===== src/rtl/push_button_pkg.sv =====
// Shared types and default timing for the push-button conditioner.
// Latency: n/a (declarations only).
// Backpressure: n/a.
package push_button_pkg;

    typedef enum logic [2:0] {
        ST_RELEASED,
        ST_PRESS_DEB,
        ST_HELD,
        ST_LONG_HELD,
        ST_REL_DEB
    } btn_state_t;

    localparam int DEF_N_BTN         = 4;
    localparam int DEF_DEB_CYCLES    = 500000;
    localparam int DEF_LONG_CYCLES   = 50000000;
    localparam int DEF_REPEAT_CYCLES = 10000000;

    // Counter width for a terminal count of n; never narrower than one bit.
    function automatic int cnt_width(input int n);
        return (n < 2) ? 1 : $clog2(n);
    endfunction

endpackage


===== src/rtl/push_button_conditioner_if.sv =====
// Bundle of raw button pins and conditioned level/event outputs.
// Latency: n/a (wires only).
// Backpressure: none; pulses are fire-and-forget single-cycle events.
interface push_button_conditioner_if
    import push_button_pkg::*;
#(
    parameter int N_BTN = DEF_N_BTN
);
    logic [N_BTN-1:0] push_in;
    logic [N_BTN-1:0] pressed;
    logic [N_BTN-1:0] press_p;
    logic [N_BTN-1:0] release_p;
    logic [N_BTN-1:0] long_p;
    logic [N_BTN-1:0] repeat_p;

    modport master (
        output push_in,
        input  pressed, press_p, release_p, long_p, repeat_p
    );

    modport slave (
        input  push_in,
        output pressed, press_p, release_p, long_p, repeat_p
    );
endinterface


===== src/rtl/push_button_channel.sv =====
// One button: 2-flop synchroniser, debounce FSM, hold/repeat timing.
// Latency: stable pin change -> registered level/pulse after DEB_CYCLES+3 edges.
// Backpressure: none; outputs are registered single-cycle pulses.
module push_button_channel
    import push_button_pkg::*;
#(
    parameter int ACTIVE_LOW    = 1,
    parameter int DEB_CYCLES    = DEF_DEB_CYCLES,
    parameter int LONG_CYCLES   = DEF_LONG_CYCLES,
    parameter int REPEAT_CYCLES = DEF_REPEAT_CYCLES
) (
    input  logic clk,
    input  logic rst,
    input  logic pin,
    output logic pressed,
    output logic press_p,
    output logic release_p,
    output logic long_p,
    output logic repeat_p
);
    localparam int HOLD_MAX = (LONG_CYCLES > REPEAT_CYCLES) ? LONG_CYCLES : REPEAT_CYCLES;
    localparam int DW       = cnt_width(DEB_CYCLES);
    localparam int HW       = cnt_width(HOLD_MAX);

    localparam logic          IDLE_LVL  = (ACTIVE_LOW != 0) ? 1'b1 : 1'b0;
    localparam logic [DW-1:0] DEB_LAST  = DW'(DEB_CYCLES - 1);
    localparam logic [HW-1:0] LONG_LAST = HW'(LONG_CYCLES - 1);
    localparam logic [HW-1:0] REP_LAST  = HW'(REPEAT_CYCLES - 1);

    logic          sync1;
    logic          sync2;
    logic          s;
    btn_state_t    state;
    btn_state_t    ret;
    logic [DW-1:0] deb_cnt;
    logic [HW-1:0] hold_cnt;

    // Bring the asynchronous pin into the clock domain; reset to the idle level.
    always_ff @(posedge clk) begin
        if (rst) begin
            sync1 <= IDLE_LVL;
            sync2 <= IDLE_LVL;
        end else begin
            sync1 <= pin;
            sync2 <= sync1;
        end
    end

    // Active-high view of the synchronised pin.
    assign s = sync2 ^ IDLE_LVL;

    // Debounce/hold FSM with saturating counters and registered outputs.
    always_ff @(posedge clk) begin
        if (rst) begin
            state     <= ST_RELEASED;
            ret       <= ST_HELD;
            deb_cnt   <= '0;
            hold_cnt  <= '0;
            pressed   <= 1'b0;
            press_p   <= 1'b0;
            release_p <= 1'b0;
            long_p    <= 1'b0;
            repeat_p  <= 1'b0;
        end else begin
            press_p   <= 1'b0;
            release_p <= 1'b0;
            long_p    <= 1'b0;
            repeat_p  <= 1'b0;
            case (state)
                ST_RELEASED: begin
                    if (s) begin
                        state   <= ST_PRESS_DEB;
                        deb_cnt <= '0;
                    end
                end
                ST_PRESS_DEB: begin
                    if (!s) begin
                        state <= ST_RELEASED;
                    end else if (deb_cnt == DEB_LAST) begin
                        state    <= ST_HELD;
                        press_p  <= 1'b1;
                        pressed  <= 1'b1;
                        hold_cnt <= '0;
                    end else if (deb_cnt != '1) begin
                        deb_cnt <= deb_cnt + 1'b1;
                    end
                end
                ST_HELD: begin
                    if (!s) begin
                        state   <= ST_REL_DEB;
                        ret     <= ST_HELD;
                        deb_cnt <= '0;
                    end else if (hold_cnt == LONG_LAST) begin
                        state    <= ST_LONG_HELD;
                        long_p   <= 1'b1;
                        hold_cnt <= '0;
                    end else if (hold_cnt != '1) begin
                        hold_cnt <= hold_cnt + 1'b1;
                    end
                end
                ST_LONG_HELD: begin
                    if (!s) begin
                        state   <= ST_REL_DEB;
                        ret     <= ST_LONG_HELD;
                        deb_cnt <= '0;
                    end else if (hold_cnt == REP_LAST) begin
                        repeat_p <= 1'b1;
                        hold_cnt <= '0;
                    end else if (hold_cnt != '1) begin
                        hold_cnt <= hold_cnt + 1'b1;
                    end
                end
                ST_REL_DEB: begin
                    // hold_cnt is left untouched here so a glitch only pauses the hold timer.
                    if (s) begin
                        state <= ret;
                    end else if (deb_cnt == DEB_LAST) begin
                        state     <= ST_RELEASED;
                        release_p <= 1'b1;
                        pressed   <= 1'b0;
                    end else if (deb_cnt != '1) begin
                        deb_cnt <= deb_cnt + 1'b1;
                    end
                end
                default: state <= ST_RELEASED;
            endcase
        end
    end
endmodule


===== src/rtl/push_button_conditioner.sv =====
// N independent button conditioners feeding the PWM/LED controller.
// Latency: DEB_CYCLES+3 edges from a stable pin change to PRESSED/PRESS_P/RELEASE_P.
// Backpressure: none; consumers must sample single-cycle pulses every cycle.
module push_button_conditioner
    import push_button_pkg::*;
#(
    parameter int N_BTN         = DEF_N_BTN,
    parameter int ACTIVE_LOW    = 1,
    parameter int DEB_CYCLES    = DEF_DEB_CYCLES,
    parameter int LONG_CYCLES   = DEF_LONG_CYCLES,
    parameter int REPEAT_CYCLES = DEF_REPEAT_CYCLES
) (
    input  logic                           clk,
    input  logic                           rst,
    push_button_conditioner_if.slave       bus
);
    if (N_BTN < 1) begin : g_bad_n_btn
        $error("N_BTN must be >= 1");
    end
    if (DEB_CYCLES < 2) begin : g_bad_deb
        $error("DEB_CYCLES must be >= 2");
    end
    if (LONG_CYCLES < 1) begin : g_bad_long
        $error("LONG_CYCLES must be >= 1");
    end
    if (REPEAT_CYCLES < 1) begin : g_bad_rep
        $error("REPEAT_CYCLES must be >= 1");
    end

    for (genvar i = 0; i < N_BTN; i++) begin : g_ch
        push_button_channel #(
            .ACTIVE_LOW    (ACTIVE_LOW),
            .DEB_CYCLES    (DEB_CYCLES),
            .LONG_CYCLES   (LONG_CYCLES),
            .REPEAT_CYCLES (REPEAT_CYCLES)
        ) u_ch (
            .clk       (clk),
            .rst       (rst),
            .pin       (bus.push_in[i]),
            .pressed   (bus.pressed[i]),
            .press_p   (bus.press_p[i]),
            .release_p (bus.release_p[i]),
            .long_p    (bus.long_p[i]),
            .repeat_p  (bus.repeat_p[i])
        );
    end
endmodule


===== src/flat_wrapper.sv =====
// flat-port wrapper written by rule: the top's interface ports become plain ports
module push_button_conditioner_flat import push_button_pkg::*;
#(
    parameter int N_BTN         = DEF_N_BTN,
    parameter int ACTIVE_LOW    = 1,
    parameter int DEB_CYCLES    = DEF_DEB_CYCLES,
    parameter int LONG_CYCLES   = DEF_LONG_CYCLES,
    parameter int REPEAT_CYCLES = DEF_REPEAT_CYCLES
)
  (clk, rst, bus_push_in, bus_pressed, bus_press_p, bus_release_p, bus_long_p, bus_repeat_p);
  push_button_conditioner_if #(.N_BTN(N_BTN)) bus_i ();
  input  logic clk;
  input  logic rst;
  input wire logic [$bits(bus_i.push_in)-1:0] bus_push_in;
  output wire logic [$bits(bus_i.pressed)-1:0] bus_pressed;
  output wire logic [$bits(bus_i.press_p)-1:0] bus_press_p;
  output wire logic [$bits(bus_i.release_p)-1:0] bus_release_p;
  output wire logic [$bits(bus_i.long_p)-1:0] bus_long_p;
  output wire logic [$bits(bus_i.repeat_p)-1:0] bus_repeat_p;
  assign bus_i.push_in = bus_push_in;
  assign bus_pressed = bus_i.pressed;
  assign bus_press_p = bus_i.press_p;
  assign bus_release_p = bus_i.release_p;
  assign bus_long_p = bus_i.long_p;
  assign bus_repeat_p = bus_i.repeat_p;
  push_button_conditioner #(.N_BTN(N_BTN), .ACTIVE_LOW(ACTIVE_LOW), .DEB_CYCLES(DEB_CYCLES), .LONG_CYCLES(LONG_CYCLES), .REPEAT_CYCLES(REPEAT_CYCLES)) u_core (.clk(clk), .rst(rst), .bus(bus_i));
endmodule

===== config.mk =====
export PLATFORM = sky130hd
export DESIGN_NAME = push_button_conditioner_flat
export DESIGN_NICKNAME = d
export VERILOG_FILES = /design/src/rtl/push_button_pkg.sv /design/src/rtl/push_button_conditioner_if.sv /design/src/rtl/push_button_channel.sv /design/src/rtl/push_button_conditioner.sv /design/src/flat_wrapper.sv
export SDC_FILE = /design/constraint.sdc
export NUM_CORES = 1
export LEC_CHECK = 0
export CORE_MARGIN = 1
export CORE_UTILIZATION = 55
export DETAILED_ROUTE_END_ITERATION = 6
export PLACE_DENSITY = 0.76
export SETUP_SLACK_MARGIN = 0.02
export SLEW_MARGIN = 10
export SYNTH_ARGS = -nofsm -noshare
export SYNTH_HDL_FRONTEND = slang
export SYNTH_SLANG_ARGS = --single-unit

===== constraint.sdc =====
create_clock -name clk -period 2.15 [get_ports clk]
set_input_delay 0.43 -clock clk [delete_from_list [all_inputs] [get_ports clk]]
set_output_delay 0.43 -clock clk [all_outputs]
set_load 0.1 [all_outputs]

==> flow_summary_export.csv <==
group,metric,value,unit
cells_and_area,layoutNonFillerInstCount,1850,
power,cellPowerDensity,603,mW/mm^2
place,globalplace.congestion,0.901,
global_route,first_global_vias,9871,
detailed_routing,wl,28000,um
clock_network,path_clk_slew,0.06,ns
timing,skew,0.00929,ns
timing,fin_crit,2.16,ns
power,power_frac_comb,2.7,%
setup_path,end_kind,"flop",
power,clkPwrFrac,48.3,%
detailed_routing,routedWlPerCell,15.2,um
clock_network,clock_sinks,224,
floorplan,num_io_pins,26,
timing,whs,0.409,ns
global_route,grt_pass1_wl,45800,um
detailed_routing,vias_per_cell,5.97,
cells_and_area,final_common_cell,"nor2_1",
timing,hold_violations,0,
timing,period_share,101,%
timing,timing.setup.tns,-0.0596,ns
synthesis,ys_seq_area_share,37.7,%
power,vdd.ir_drop.worst,549,uV
power,internal-power,0.00670,W
status,status,"complete, but fails checks",
synthesis,synth_area,0.0119,mm^2
power,seqPwrFrac,49.0,%
synthesis,synth.distinct_cells,81,
detailed_routing,drcViolationCount,0,
synthesis,synthArstFlopShare,0,%
setup_path,worst_setup_path_start_kind,"flop",
synthesis,syn_avg_cell_area,8.12,um^2
timing,rsz0062_at_grt,"true",
synthesis,syn_inst,1464,
clock_network,cts_buffer_depth,3,
power,finalPower,0.00851,W
setup_path,critical-path-slowest-cell,"or4b_1",
global_route,grt_max_degree,27,
global_route,grt-ovfl-total,0,
detailed_routing,ant_nets,0,
timing,max-slew-margin-rel,59.0,%
floorplan,die_x,149,um
clock_network,tritoncts,"done",
power,leakagePower,4.91,nW
cells_and_area,drive_gt1_share,17.4,%
setup_path,crit_required,2.56,ns
place,dp_cells,1791,
cells_and_area,final_cell_mix,"217 x nor2_1, 210 x dfxtp_1, 133 x buf_4",
timing,finalSetupViolCount,14,
detailed_routing,drt_iter0_markers,767,
detailed_routing,via_count,11000,
synthesis,synthFlopType,"dfxtp_1",
cells_and_area,final_nets,1571,
setup_path,crit_path_max_fanout,11,
status,violations,"setup timing",
setup_path,critPathMaxStageDelay,0.50,ns
synthesis,yosys_warnings,0,
place,place_ws,0.0332,ns
cells_and_area,area_delta_synth_final,18.8,%
clock_network,cts_made_buffers,26,
timing,fin_ws,-0.0142,ns
place,hpwlAfterDp,19000,um
detailed_routing,drtPass1Iterations,6,
power,switching_share,21.3,%
timing,tightestPinTransition,0.611,ns
synthesis,synth_nets,1478,
clock_network,cts-root-buf,"clkbuf_16",
run,cap_violations,0,
floorplan,initial_core_util,56.4,%
timing,fmax,462,MHz
floorplan,die_area,0.0222,mm^2
setup_path,path_class,"reg2reg",
clock_network,insertion_delay,0.52,ns
setup_path,cp.arrival,2.57,ns
floorplan,die_h,149,um
place,port_buffers,25,
power,power_switching,0.00181,W
global_route,antenna_found_initial,0,
floorplan,rows,53,
floorplan,core_area,0.0211,mm^2
setup_path,cp.buffers_inverters,1,
clock_network,htreeDepth,1,
global_route,grt_usage,24.3,%
synthesis,ys_ff_latch,224,
timing,final_max_slew_viol_count,0,
synthesis,synth-edff-count,0,
setup_path,crit_family,"simple AND/OR/NAND/NOR gates",
setup_path,cp_cell_sequence,"or4b_1 -> or4_4 -> nor2_4 -> a22oi_2 -> o21ai_4 -> clkbuf_16 -> nor2_1",
min_path,min_path_type,"reg2reg",
## repair_timing
action                                  CTS  global route
gates cloned                              0             3
endpoints found under the setup margin    1           121
buffers inserted                          0            10
pin swaps                                 0            24
gates resized for setup                   1            77
hold buffers                              0             0
## power groups by stage
stage	clock [W]	combinational (W)	sequential, W
global route	0.00440	0.000246	0.00417
floorplan	0	0.000138	0.00426
global placement	0	0.000206	0.00426
CTS	0.00422	0.000208	0.00417
detailed placement	0	0.000207	0.00426
finish	0.00411	0.000227	0.00417
## cell families (layout without fill, tap and decap cells)
family                   count (synthesis)  in the layout  synth area share [%]
flip-flops                             224            224                  37.7
other                                    0              1                     0
adder cells (fa/ha/maj)                  8              8                 0.842
buffers and inverters                  123            233                  5.07
XOR/XNOR                               135            135                  9.95
AO/OA/AOI/OAI                          179            179                  10.0
multiplexers                             7              7                 0.589
AND/OR/NAND/NOR                        788            788                  35.8
## Yosys cell counts (5+ instances only)
cell type / n / area [um^2]
nand2b_1: 5 / 31.3
o21ai_1: 5 / 25.0
xnor2_1: 69 / 604
clkbuf_1: 31 / 116
and4_1: 24 / 210
mux2i_1: 7 / 70.1
nor3_1: 70 / 350
or2_2: 13 / 81.3
nand2_1: 90 / 338
inv_1: 34 / 128
or3_1: 18 / 113
nor2b_1: 11 / 68.8
o21ai_0: 40 / 200
nor4_1: 39 / 244
nor4b_1: 24 / 210
ha_1: 8 / 100
a21oi_1: 45 / 225
dfxtp_1: 224 / 4480
o211ai_1: 7 / 52.6
nand3_1: 78 / 390
nor4bb_1: 5 / 50.1
a31oi_1: 16 / 100
nand4_1: 81 / 507
nor3b_1: 12 / 90.1
buf_2: 29 / 145
and2_1: 15 / 93.8
o2111ai_1: 5 / 43.8
nand3b_1: 7 / 52.6
a211oi_1: 9 / 67.6
buf_4: 24 / 180
and3_1: 38 / 238
nor2_1: 224 / 841
nand4b_1: 8 / 70.1
xor2_1: 66 / 578
## metrics by stage
stage	util (%)	instance area [um^2]
global route	67.0	14100
finish	67.0	14100
global placement	61.1	12900
CTS	64.9	13700
floorplan	-	11900
detailed placement	61.1	12900
## flip-flops by register name, summed over array words and instances, names as in the netlist
name and count:
u_core.g_ch.u_ch.hold_cnt 104, u_core.g_ch.u_ch.deb_cnt 76, u_core.g_ch.u_ch.state 12, u_core.g_ch.u_ch.long_p 4, u_core.g_ch.u_ch.press_p 4, u_core.g_ch.u_ch.pressed 4
u_core.g_ch.u_ch.release_p 4, u_core.g_ch.u_ch.repeat_p 4, u_core.g_ch.u_ch.ret 4, u_core.g_ch.u_ch.sync1 4, u_core.g_ch.u_ch.sync2 4
## metal layers
| metal | wire (um) | up-vias | track usage (%) |
|---|---|---|---|
| li1 | - | 5467 | - |
| met4 | 617 | 0 | 6.38 |
| met3 | 1320 | 51 | 3.21 |
| met1 | 13000 | 5207 | 33.1 |
| met5 | 0 | - | 0 |
| met2 | 13100 | 314 | 40.2 |
## final timing paths
path	from	to	depth (start not counted)	slack [ns]
max reg2reg	u_core.g_ch[1].u_ch.hold_cnt[8]	u_core.g_ch[1].u_ch.hold_cnt[6]	7	-0.01
min	u_core.g_ch[0].u_ch.sync1	u_core.g_ch[0].u_ch.sync2	1	0.41
min reg2reg	u_core.g_ch[0].u_ch.sync1	u_core.g_ch[0].u_ch.sync2	1	0.41
max	u_core.g_ch[1].u_ch.hold_cnt[8]	u_core.g_ch[1].u_ch.hold_cnt[6]	7	-0.01
## layout make-up
type	count	area, um^2
sequential	224	4510
multi-input combinational	1117	7060
tap	275	344
inverter	35	131
fill	1738	6960
timing repair buffer	153	1290
antenna	1	2.50
clock inverter	3	15.0
clock buffer	42	782
No activity file was read; power rests on OpenSTA's default activity.
